--- src/rtl/riscv_pkg.sv ---
// ------------------------------------------------------------------
// riscv_pkg: shared fetch-side types and constants
// Revision: 1.0
// ------------------------------------------------------------------
`default_nettype none

package riscv_pkg;

  localparam int          INSTR_BYTES = 4;
  localparam logic [31:0] NOP_INSTR   = 32'h00000013;  // addi x0,x0,0

  typedef enum logic [1:0] {
    IDLE  = 2'd0,
    FETCH = 2'd1,
    KILL  = 2'd2,
    VALID = 2'd3
  } fetch_state_e;

endpackage : riscv_pkg

`default_nettype wire

--- src/rtl/fetch_pc_reg.sv ---
// ------------------------------------------------------------------
// fetch_pc_reg: program counter with +4 step, target alignment, misalign flag
// Revision: 1.0
// ------------------------------------------------------------------
`default_nettype none

module fetch_pc_reg
  import riscv_pkg::*;
#(
  parameter int                    WORDSIZE = 64,
  parameter logic [WORDSIZE-1:0]   RESET_PC = '0
) (
  input  logic                clk,
  input  logic                rst_n,
  input  logic                redirect,
  input  logic [WORDSIZE-1:0] redirect_pc,
  input  logic                load_target,
  input  logic                load_alt,
  input  logic [WORDSIZE-1:0] alt_pc,
  input  logic                inc,
  output logic [WORDSIZE-1:0] pc,
  output logic [WORDSIZE-1:0] target,
  output logic                misaligned_err
);

  localparam logic [WORDSIZE-1:0] PC_STEP = WORDSIZE'(INSTR_BYTES);

  logic [WORDSIZE-1:0] pc_d, pc_q;
  logic                err_d, err_q;

  assign target = {redirect_pc[WORDSIZE-1:2], 2'b00};

  always_comb begin
    pc_d  = pc_q;
    err_d = err_q | (redirect & (|redirect_pc[1:0]));
    if (load_target) begin
      pc_d = target;
    end else if (load_alt) begin
      pc_d = alt_pc;
    end else if (inc) begin
      pc_d = pc_q + PC_STEP;  // wraps modulo 2^WORDSIZE
    end
  end

  always_ff @(posedge clk or negedge rst_n) begin
    if (!rst_n) begin
      pc_q  <= RESET_PC;
      err_q <= 1'b0;
    end else begin
      pc_q  <= pc_d;
      err_q <= err_d;
    end
  end

  assign pc             = pc_q;
  assign misaligned_err = err_q;

endmodule : fetch_pc_reg

`default_nettype wire

--- src/rtl/instruction_fetch.sv ---
// ------------------------------------------------------------------
// instruction_fetch: PC-owning fetch FSM, req/ack memory side, valid/ready output
// Revision: 1.0
// ------------------------------------------------------------------
`default_nettype none

module instruction_fetch
  import riscv_pkg::*;
#(
  parameter int                  WORDSIZE         = 64,
  parameter int                  INSTRUCTION_SIZE = 32,
  parameter logic [WORDSIZE-1:0] RESET_PC         = '0
) (
  input  logic                        clk,
  input  logic                        rst_n,
  output logic                        imem_req,
  output logic [WORDSIZE-1:0]         imem_addr,
  input  logic                        imem_ack,
  input  logic [INSTRUCTION_SIZE-1:0] imem_rdata,
  input  logic                        redirect,
  input  logic [WORDSIZE-1:0]         redirect_pc,
  output logic [INSTRUCTION_SIZE-1:0] instruction,
  output logic [WORDSIZE-1:0]         instr_pc,
  output logic                        instr_valid,
  input  logic                        instr_ready,
  output logic                        misaligned_err
);

  localparam logic [INSTRUCTION_SIZE-1:0] NOP = INSTRUCTION_SIZE'(NOP_INSTR);

  fetch_state_e                state_d, state_q;
  logic [WORDSIZE-1:0]         kill_pc_d, kill_pc_q;
  logic [INSTRUCTION_SIZE-1:0] instr_d, instr_q;
  logic [WORDSIZE-1:0]         instr_pc_d, instr_pc_q;
  logic                        valid_d, valid_q;

  logic                        load_target;
  logic                        load_alt;
  logic                        inc;
  logic [WORDSIZE-1:0]         pc;
  logic [WORDSIZE-1:0]         target;

  fetch_pc_reg #(
    .WORDSIZE (WORDSIZE),
    .RESET_PC (RESET_PC)
  ) u_pc (
    .clk            (clk),
    .rst_n          (rst_n),
    .redirect       (redirect),
    .redirect_pc    (redirect_pc),
    .load_target    (load_target),
    .load_alt       (load_alt),
    .alt_pc         (kill_pc_q),
    .inc            (inc),
    .pc             (pc),
    .target         (target),
    .misaligned_err (misaligned_err)
  );

  always_comb begin
    state_d     = state_q;
    kill_pc_d   = kill_pc_q;
    instr_d     = instr_q;
    instr_pc_d  = instr_pc_q;
    valid_d     = valid_q;
    load_target = 1'b0;
    load_alt    = 1'b0;
    inc         = 1'b0;
    case (state_q)
      IDLE: begin
        state_d     = FETCH;
        load_target = redirect;
      end
      FETCH: begin
        if (imem_ack) begin
          if (redirect) begin
            load_target = 1'b1;
          end else begin
            instr_d    = imem_rdata;
            instr_pc_d = pc;
            valid_d    = 1'b1;
            state_d    = VALID;
          end
        end else if (redirect) begin
          kill_pc_d = target;
          state_d   = KILL;
        end
      end
      // The old request must complete before the new pc can be issued.
      KILL: begin
        if (imem_ack) begin
          load_target = redirect;
          load_alt    = ~redirect;
          state_d     = FETCH;
        end else if (redirect) begin
          kill_pc_d = target;
        end
      end
      VALID: begin
        if (redirect) begin
          valid_d     = 1'b0;
          load_target = 1'b1;
          state_d     = FETCH;
        end else if (instr_ready) begin
          valid_d = 1'b0;
          inc     = 1'b1;
          state_d = FETCH;
        end
      end
      default: state_d = IDLE;
    endcase
  end

  always_ff @(posedge clk or negedge rst_n) begin
    if (!rst_n) begin
      state_q    <= IDLE;
      kill_pc_q  <= '0;
      instr_q    <= NOP;
      instr_pc_q <= RESET_PC;
      valid_q    <= 1'b0;
    end else begin
      state_q    <= state_d;
      kill_pc_q  <= kill_pc_d;
      instr_q    <= instr_d;
      instr_pc_q <= instr_pc_d;
      valid_q    <= valid_d;
    end
  end

  assign imem_req    = (state_q == FETCH) || (state_q == KILL);
  assign imem_addr   = pc;
  assign instruction = instr_q;
  assign instr_pc    = instr_pc_q;
  assign instr_valid = valid_q;

endmodule : instruction_fetch

`default_nettype wire

--- config.mk ---
export PLATFORM = sky130hd
export DESIGN_NAME = instruction_fetch
export DESIGN_NICKNAME = d
export VERILOG_FILES = /design/src/rtl/riscv_pkg.sv /design/src/rtl/fetch_pc_reg.sv /design/src/rtl/instruction_fetch.sv
export SDC_FILE = /design/constraint.sdc
export NUM_CORES = 1
export LEC_CHECK = 0
export ABC_AREA = 1
export CORE_MARGIN = 1.5
export CORE_UTILIZATION = 40
export CTS_BUF_LIST = sky130_fd_sc_hd__clkbuf_8
export DETAILED_ROUTE_END_ITERATION = 7
export PLACE_DENSITY = 0.66
export SYNTH_ARGS = -nofsm -noshare
export SYNTH_HDL_FRONTEND = slang
export SYNTH_SLANG_ARGS = --single-unit
--- constraint.sdc ---
create_clock -name clk -period 2.6 [get_ports clk]
set_input_delay 0.52 -clock clk [delete_from_list [all_inputs] [get_ports clk]]
set_output_delay 0.52 -clock clk [all_outputs]
set_load 0.01 [all_outputs]
### Yosys cells after proc, flatten, opt, wreduce, memory -nomap -nowiden

Cells that the tools add are included.

| operators by class | value |
|---|---|
| bitwise operators | 4 |
| multiplexer cells | 24 |
| equal/unequal tests | 9 |
| reduce and logical (&&, ||, !) cells | 10 |
| add/subtract/negate cells | 1 |

Operators with widths:

| cell | number |
|---|---|
| 64-bit two-way mux | 3 |
| 64-bit by 3-bit adder with 64-bit output (second input constant) | 1 |
| 1-bit two-way mux | 12 |
| 2-bit two-way mux | 6 |
| 3-bit != test (second input constant) | 3 |
| 2-bit case mux with 4 select lines | 1 |
| 4-bit AND reduction | 2 |
| 2-bit != test (second input constant) | 3 |
| 3-bit AND reduction | 2 |
| 2-bit equality test (second input constant) | 2 |
| 1-bit case mux with 4 select lines | 1 |
| 2-bit OR reduction | 2 |
| 3-bit nonzero test | 1 |
| 2-bit by 1-bit equality test with 1-bit output (second input constant) | 1 |
| 2-bit logical NOT | 1 |
| 1-bit inverter | 2 |
| 1-bit case mux with 2 select lines | 1 |
| 2-bit nonzero test | 1 |
| 1-bit bitwise AND | 1 |
| 1-bit logical OR | 1 |
| 1-bit bitwise OR | 1 |

| word-level totals | value |
|---|---|
| output and inout bits | 163 |
| word-level logic and storage cells | 55 |
| input bits | 101 |
| register bits | 226 |

### Logic depth before layout (Yosys ltp)

Gate-level depths: netlist (run 1).

| depth | value |
|---|---|
| depth in word-level cells | 6 |
| mapped depth | 13 |
| depth with buffers taken out | 11 |

### Modules after synthesis

From an unflattened synthesis (run 1), not the netlist that was laid out.

| second synthesis, totals | value |
|---|---|
| cell total of the unflattened synthesis | 1617 |
| area, all modules | 12777.3 um^2 |

By module, submodules not included:

| module | area an instance (um^2) | instances | cells an instance |
|---|---|---|---|
| instruction_fetch | 6926.6 | 1 | 725 |
| fetch_pc_reg | 5850.6 | 1 | 892 |

### Least setup slack after synthesis (run 1)

OpenSTA, ideal clock, no wires.

| timing path | value |
|---|---|
| path kind | reg-to-reg |
| start point | reg state_q[0] |
| end point | reg u_pc.pc_q[3] (netlist: u_pc.pc[3]) |
| cell stages (with the launch flop) | 13 |
| setup slack | 0.827 ns |
| arrival time | 1.647 ns |
| required time | 2.473 ns |
| library setup time | 0.127 ns |
| path through | dfrtp_1 -> inv_1 -> ha_1 -> nor2_8 -> nor2_4 -> inv_4 -> nand2_4 -> nor2_8 -> inv_2 -> buf_6 -> buf_2 -> o211ai_1 -> o21ai_1 |

| on the way | value |
|---|---|
| word-level cells in the longest chain between the ends | 4 |
| elaborated cells between the ends (all ways) | 10 |
| classes of those cells | eq/ne: 3; mux: 5; reduce/logical: 2 |

Ends and longest elaborated chain:

| element | line | text |
|---|---|---|
| start: declaration | instruction_fetch.sv:31 | `fetch_state_e state_d, state_q;` |
| start signal: assignment | instruction_fetch.sv:122 | `state_q <= state_d;` |
| 2-bit equality test | instruction_fetch.sv:69 | `case (state_q)` |
| 1-bit two-way mux | instruction_fetch.sv:69 |  |
| 64-bit two-way mux | fetch_pc_reg.sv:38 | `end else if (load_alt) begin` |
| 64-bit two-way mux | fetch_pc_reg.sv:36 | `if (load_target) begin` |
| end signal: assignment | fetch_pc_reg.sv:50 | `pc_q <= pc_d;` |
| end: declaration | fetch_pc_reg.sv:28 | `logic [WORDSIZE-1:0] pc_d, pc_q;` |

Several ways; a longest one is shown, not always the timed one.
A chain may end at the register's enable or synchronous reset.

### Worst setup path in the final report (run 1)

| timing path | value |
|---|---|
| start point | reg state_q[0] |
| end point | out imem_req |

| on the way | value |
|---|---|
| word-level cells in the longest chain between the ends | 2 |
| elaborated cells between the ends (all ways) | 3 |
| classes of those cells | eq/ne: 2; reduce/logical: 1 |

Ends and longest elaborated chain:

| element | line | text |
|---|---|---|
| 2-bit by 1-bit equality test with 1-bit output / 2-bit equality test (equally long branches) | instruction_fetch.sv:130 | `assign imem_req = (state_q == FETCH) \|\| (state_q == KILL);` |
| 1-bit logical OR * | instruction_fetch.sv:130 |  |
| end: declaration | instruction_fetch.sv:16 | `output logic imem_req,` |

Mark *: on every way between the ends. The rest lies on a longest branch, timed or not.

==> results of run 1 <==
state kept, by name, summed over array words and instances, names as in the netlist:
register / cells
kill_pc_q: 62
instr_valid: 1
u_pc.pc: 62
state_q: 2
instr_pc: 62
instruction: 32
u_pc.misaligned_err: 1
per-stage QoR:
step / instance area, sq um / setup slack, ns / power (mW) / utilization (%) / hold WS [ns]
finish: 15800 / 0.0916 / 18.8 / 54.6 / 0.480
global route: 15800 / 0.0181 / 20.2 / 54.6 / 0.499
CTS: 15800 / 0.0657 / 18.9 / 54.6 / 0.482
detailed placement: 14900 / 0.172 / 15.4 / 51.5 / 0.468
floorplan: 11900 / 0.827 / 10.9 / - / 0.224
global placement: 14900 / 0.207 / 15.1 / 51.5 / 0.458
metal layers:
metal	global-route usage [%]	wire, um
met1	35.2	17200
met3	5.20	3080
met2	38.6	16700
met5	0	0
met4	9.08	1310
final cells by class:
class                   instances  area [sq um]  area share, %
flip-flops and latches        222          5560           35.2
multi-input cells            1064          5190           32.9
repair buffers                284          2940           18.6
inverters                     200           758           4.80
clock buffers                  54           743           4.71
well taps                     384           480           3.04
clock inverters                19           118          0.745
power by group through the flow:
stage | clock, mW | combinational (mW) | sequential, mW
6_report | 3.46 | 8.60 | 6.72
4_1_cts | 3.54 | 8.65 | 6.72
5_1_grt | 3.70 | 9.54 | 6.96
3_5_place_dp | 0 | 8.60 | 6.75
2_1_floorplan | 0 | 4.07 | 6.86
3_3_place_gp | 0 | 8.42 | 6.70
cells by family after synthesis:
| logic type | Yosys count | synth area share, % |
|---|---|---|
| adders and majority gates | 4 | 0.422 |
| buffers and inverters | 273 | 9.51 |
| and+or+nand+nor | 690 | 24.2 |
| other | 1 | 0.0316 |
| AOI/OAI and AO/OA | 301 | 13.3 |
| DFF | 222 | 46.9 |
| xor gates and xnor gates | 27 | 2.00 |
| muxes | 38 | 3.61 |
worst min-delay path by stage:
| stage | startpoint | endpoint | slack (ns) | depth (start not counted) |
|---|---|---|---|---|
| floorplan | rst_n | instr_pc[10]$_DFFE_PN0P_ | 0.22 | 0 |
| global placement | kill_pc_q[13]$_DFFE_PN0P_ | kill_pc_q[13]$_DFFE_PN0P_ | 0.46 | 2 |
| detailed placement | u_pc.misaligned_err$_DFF_PN0_ | u_pc.misaligned_err$_DFF_PN0_ | 0.47 | 1 |
| CTS | u_pc.misaligned_err$_DFF_PN0_ | u_pc.misaligned_err$_DFF_PN0_ | 0.48 | 1 |
| global route | instr_pc[60]$_DFFE_PN0P_ | instr_pc[60]$_DFFE_PN0P_ | 0.50 | 2 |
| finish | u_pc.misaligned_err$_DFF_PN0_ | u_pc.misaligned_err$_DFF_PN0_ | 0.48 | 1 |
synth_stat cells, types with 4 or more instances:
master    count  area [sq um]
a21oi_1      61           305
a21oi_2       4          35.0
a31oi_1      10          62.6
buf_1         8          30.0
buf_2        19          95.1
buf_4         7          52.6
buf_6         6          67.6
clkbuf_1     33           124
dfrtp_1     219          5480
ha_1          4          50.1
inv_1       195           732
mux2_2       38           428
nand2_1     329          1230
nand2_2       8          50.1
nand3_1      57           285
nand4_1       7          43.8
nor2_1      265           995
nor2_2        7          43.8
nor2_4        5          56.3
nor2_8        4          80.1
o21ai_0     204          1020
o21ai_1       6          30.0
o21bai_1      8          60.1
xor2_1       26           228
worst max-delay path, delay by kind of cell (launching register included):
| family | cells | cell delay, ns |
|---|---|---|
| buf+inv | 3 | 0.68 |
| flops | 1 | 0.38 |
| fa+ha+maj | 1 | 0.39 |
==> flow_metrics.env, run 1 <==
export IMPL_ant_nets=0
export IMPL_maxSlewHeadroom_pct=65.6
export IMPL_syn_avg_cell_area_sq_um=7.61
export IMPL_clockBufferDepth=3
export IMPL_p_leak_nw=7.67
export IMPL_cts_tree="yes"
export IMPL_final_common_cell="nand2_1"
export IMPL_crit_path_cell_trace="inv_1, ha_1, inv_1, clkdlybuf4s50_1"
export IMPL_reg2regPathDepth=10
export IMPL_critPathKind="reg2out"
export IMPL_layout_drive_gt1_share_pct=9.39
export IMPL_maxSlewViolCount=0
export IMPL_tns_ns=0
export IMPL_wirelength_mm=38.3
export IMPL_endpoint="imem_req"
export IMPL_track_usage_pct=25.2
export IMPL_p_sw_share_pct=40.3
export IMPL_syn_inst=1556
export IMPL_fin_crit_sh_pct=96.5
export IMPL_drc_errors=0
export IMPL_rsz0062_at_grt="no"
export IMPL_start_kind="register"
export IMPL_antenna_found_initial=0
export IMPL_clk_pin_slew_ns=0.06
export IMPL_seqPwrFrac_pct=35.8
export IMPL_yosysWarnings=0
export IMPL_critPathSlowestCell="clkdlybuf4s50_1"
export IMPL_grt_pass1_vias=11000
export IMPL_cts_root_buf="clkbuf_8"
export IMPL_fp_row_count=62
export IMPL_die_width_um=175
export IMPL_hold_viol=0
export IMPL_final_cell_mix="nand2_1, nor2_1, clkdlybuf4s50_1"
export IMPL_dp_cells=2153
export IMPL_finalNonFillerCells=2227
export IMPL_r2r_end="u_pc.pc[60]$_DFFE_PN0P_"
export IMPL_skew_ns=0.0116
export IMPL_setup_viol=0
export IMPL_numCtsBuffers=40
export IMPL_drt_pass1_iter_count=5
export IMPL_dr_first_iter_drc_count=906
export IMPL_irDropWorstVdd_v=0.000538
export IMPL_p_per_area_nw_per_um2=1190
export IMPL_core_sq_um=28900
export IMPL_p_int_mw=11.2
export IMPL_io_pins=264
export IMPL_synth_edf_count=0
export IMPL_synth_seq_cells=222
export IMPL_wl_per_cell_um=17.2
export IMPL_vias_per_cell=5.06
export IMPL_grt_max_degree=87
export IMPL_cp_max_fo=3
export IMPL_gp_congestion=0.911
export IMPL_ys_types=38
export IMPL_fmax_mhz=399
export IMPL_async_flop_share_pct=100
export IMPL_critical_path_required_ns=2.08
export IMPL_fin_crit_ns=2.51
export IMPL_combPwrFrac_pct=45.8
export IMPL_ctsHoldBuffers=1
export IMPL_io_buffers=259
export IMPL_nets=1917
export IMPL_cts_sinks=222
export IMPL_drv_cap=0
export IMPL_clkPwrFrac_pct=18.4
export IMPL_dieHeight_um=175
export IMPL_die_area_sq_um=30700
export IMPL_grt_pass1_wl_mm=60.9
export IMPL_postCtsSetupBuffers=0
export IMPL_grt_ovfl_total=0
export IMPL_syn_area_sq_um=11800
export IMPL_htree_levels=2
export IMPL_cp_arrival_ns=1.99
export IMPL_cp_end_kind="output pin"
export IMPL_worst_slew_pin_slew_ns=0.516
export IMPL_synthFlopType="dfrtp_1"
export IMPL_r2r_start="u_pc.pc[2]$_DFFE_PN0P_"
export IMPL_startpoint="state_q[0]$_DFFE_PN0P_"
export IMPL_num_vias=11300
export IMPL_antenna_cells=0
export IMPL_min_delay_path_class="reg2reg"
export IMPL_r2r_slack_ns=0.40
export IMPL_crit_top_cell="inv_1"
export IMPL_area_growth_synth_to_final_pct=33.2
export IMPL_synth_seq_area_share_pct=46.9
export IMPL_outcome="finished clean"
export IMPL_nFillCells=2744
export IMPL_power_switching_mw=7.57
export IMPL_cts_resized=0
export IMPL_critPathMaxStageDelay_ns=0.53
export IMPL_detailed_place_hpwl_mm=27.8
export IMPL_insertion_delay_ns=0.55
export IMPL_initial_utilization_pct=40.9
(Power assumes the default switching activity.)
==> inputs of run 2 (changes only) <==
--- a/config.mk
+++ b/config.mk
@@ -10,7 +10,8 @@
 export CORE_UTILIZATION = 40
 export CTS_BUF_LIST = sky130_fd_sc_hd__clkbuf_8
 export DETAILED_ROUTE_END_ITERATION = 7
-export PLACE_DENSITY = 0.66
+export DONT_BUFFER_PORTS = 1
+export RECOVER_POWER = 50
 export SYNTH_ARGS = -nofsm -noshare
 export SYNTH_HDL_FRONTEND = slang
 export SYNTH_SLANG_ARGS = --single-unit
==> run 2 against run 1 <==
  * The run now ends with hold timing left
  * Fmax up 12%
  * Via count down 9.1%
  * Sequential power rose by 12%
  * Critical path type is now reg2reg
==> flow_metrics.env, run 2 (synthesis results as in run 1) <==
export IMPL_tns_ns=0
export IMPL_cts_sinks=222
export IMPL_drc_errors=0
export IMPL_ant_nets=0
export IMPL_numCtsBuffers=41
export IMPL_fmax_mhz=447
export IMPL_dr_first_iter_drc_count=843
export IMPL_whs_ns=-0.330
export IMPL_cts_root_buf="clkbuf_8"
export IMPL_worst_slew_pin_slew_ns=0.924
export IMPL_critPathMaxStageDelay_ns=0.51
export IMPL_detailed_place_hpwl_mm=26.7
export IMPL_cp_arrival_ns=2.67
export IMPL_core_sq_um=28900
export IMPL_hold_viol=222
export IMPL_final_util_pct=45.2
export IMPL_r2r_slack_ns=0.36
export IMPL_outcome="finished with violations"
export IMPL_min_delay_path_class="in2async"
export IMPL_num_vias=10300
export IMPL_grt_max_degree=223
export IMPL_gp_congestion=0.872
export IMPL_fin_crit_ns=2.24
export IMPL_wirelength_mm=36.9
export IMPL_design_area_sq_um=13100
export IMPL_skew_ns=0.0176
export IMPL_final_common_cell="nand2_1"
export IMPL_cp_max_fo=5
export IMPL_failed_checks="hold timing"
export IMPL_power_mw=16.4
export IMPL_reg2regPathDepth=10
export IMPL_critical_path_required_ns=3.03
export IMPL_endpoint="u_pc.pc[60]$_DFFE_PN0P_"
export IMPL_layout_drive_gt1_share_pct=10.6
export IMPL_antenna_found_initial=1
export IMPL_insertion_delay_ns=0.55
export IMPL_drt_pass1_iter_count=6
export IMPL_placed_cell_area_sq_um=12200
export IMPL_wl_per_cell_um=18.8
export IMPL_drv_cap=0
export IMPL_dieHeight_um=175
export IMPL_nets=1651
export IMPL_cp_end_kind="register"
export IMPL_grt_pass1_vias=9985
export IMPL_fp_row_count=62
export IMPL_rsz0062_at_grt="no"
export IMPL_clockBufferDepth=3
export IMPL_io_buffers=0
export IMPL_r2r_end="u_pc.pc[60]$_DFFE_PN0P_"
export IMPL_clk_pin_slew_ns=0.06
export IMPL_fin_crit_sh_pct=86.1
export IMPL_maxSlewHeadroom_pct=38.4
export IMPL_track_usage_pct=24.3
export IMPL_critPathKind="reg2reg"
export IMPL_cts_tree="yes"
export IMPL_io_pins=264
export IMPL_start_kind="register"
export IMPL_crit_path_cell_trace="ha_1, inv_1, nor2_4, nand3_1, inv_1, nand2_1, o21ai_0, nand3_1, nand2_1, a21oi_1"
export IMPL_die_width_um=175
export IMPL_critPathSlowestCell="dfrtp_1"
export IMPL_startpoint="u_pc.pc[3]$_DFFE_PN0P_"
export IMPL_die_area_sq_um=30700
export IMPL_setup_viol=0
export IMPL_maxSlewViolCount=0
export IMPL_vias_per_cell=5.22
export IMPL_p_per_area_nw_per_um2=1260
export IMPL_grt_ovfl_total=0
export IMPL_irDropWorstVdd_v=0.000547
export IMPL_grt_pass1_wl_mm=57.9
export IMPL_area_growth_synth_to_final_pct=10.4
export IMPL_cts_resized=0
export IMPL_initial_utilization_pct=40.9
export IMPL_r2r_start="u_pc.pc[3]$_DFFE_PN0P_"
export IMPL_p_leak_nw=6.61
export IMPL_htree_levels=2
export IMPL_final_cell_mix="nand2_1, nor2_1, dfrtp_1"
run 2: cell types whose count changed in the layout (fill, tap and decap cells not counted), moves of 3 or more:
cell             change
clkbuf_8             +3
clkinv_2             -3
buf_12               -9
clkdlybuf4s50_1    -258
run 2: where the power goes:
group	leakage [nW]	switching [mW]	internal, mW	total [mW]
clock	0.507	1.56	2.16	3.71
sequential	2.62	2.34	5.15	7.50
combinational	3.48	3.30	1.91	5.21
run 2: worst min path at each step:
stage,startpoint,endpoint,slack [ns],cells past startpoint
after floorplan,rst_n,instr_pc[10]$_DFFE_PN0P_,0.22,0
after global placement,rst_n,instruction[11]$_DFFE_PN0P_,0.23,0
after detailed placement,rst_n,instruction[11]$_DFFE_PN0P_,0.23,0
after CTS,rst_n,instruction[11]$_DFFE_PN0P_,-0.36,0
after global routing,rst_n,instruction[11]$_DFFE_PN0P_,-0.37,0
final,rst_n,instruction[11]$_DFFE_PN0P_,-0.33,0
run 2: worst max-delay path: cells and delay by family (launching register included):
family | cells | cell delay [ns]
buffers and inverters | 2 | 0.20
AND/OR/NAND/NOR | 5 | 0.84
flip-flops | 1 | 0.51
AO/OA/AOI/OAI | 2 | 0.31
adder cells (fa/ha/maj) | 1 | 0.26
run 2: what timing repair did:
item,CTS,global route
endpoints found under the setup margin,0,0
endpoints found under the hold margin,222,222
setup buffers,0,0
run 2: cell type report:
| type | count | area (sq um) |
|---|---|---|
| antenna | 1 | 2.50 |
| clock buffer | 57 | 785 |
| clock inverter | 19 | 145 |
| fill | 2894 | 15900 |
| inverter | 200 | 758 |
| multi-input combinational | 1064 | 5190 |
| sequential | 222 | 5560 |
| tap | 384 | 480 |
| timing repair buffer | 17 | 163 |
run 2: per-stage QoR:
stage,cells,setup slack [ns]
6_report,1964,0.361
5_1_grt,1964,0.201
4_1_cts,1963,0.392
3_5_place_dp,1887,0.410
3_3_place_gp,1887,0.428
2_1_floorplan,1559,0.827
run 2: metal layers:
metal  GRT usage (%)  vias up  share of wire, %
li1                -     4895                 -
met1            32.6     4841                43
met2            38.3      442                45
met3            6.66       72               9.6
met4            7.37        0               2.8
met5               0        -                 0
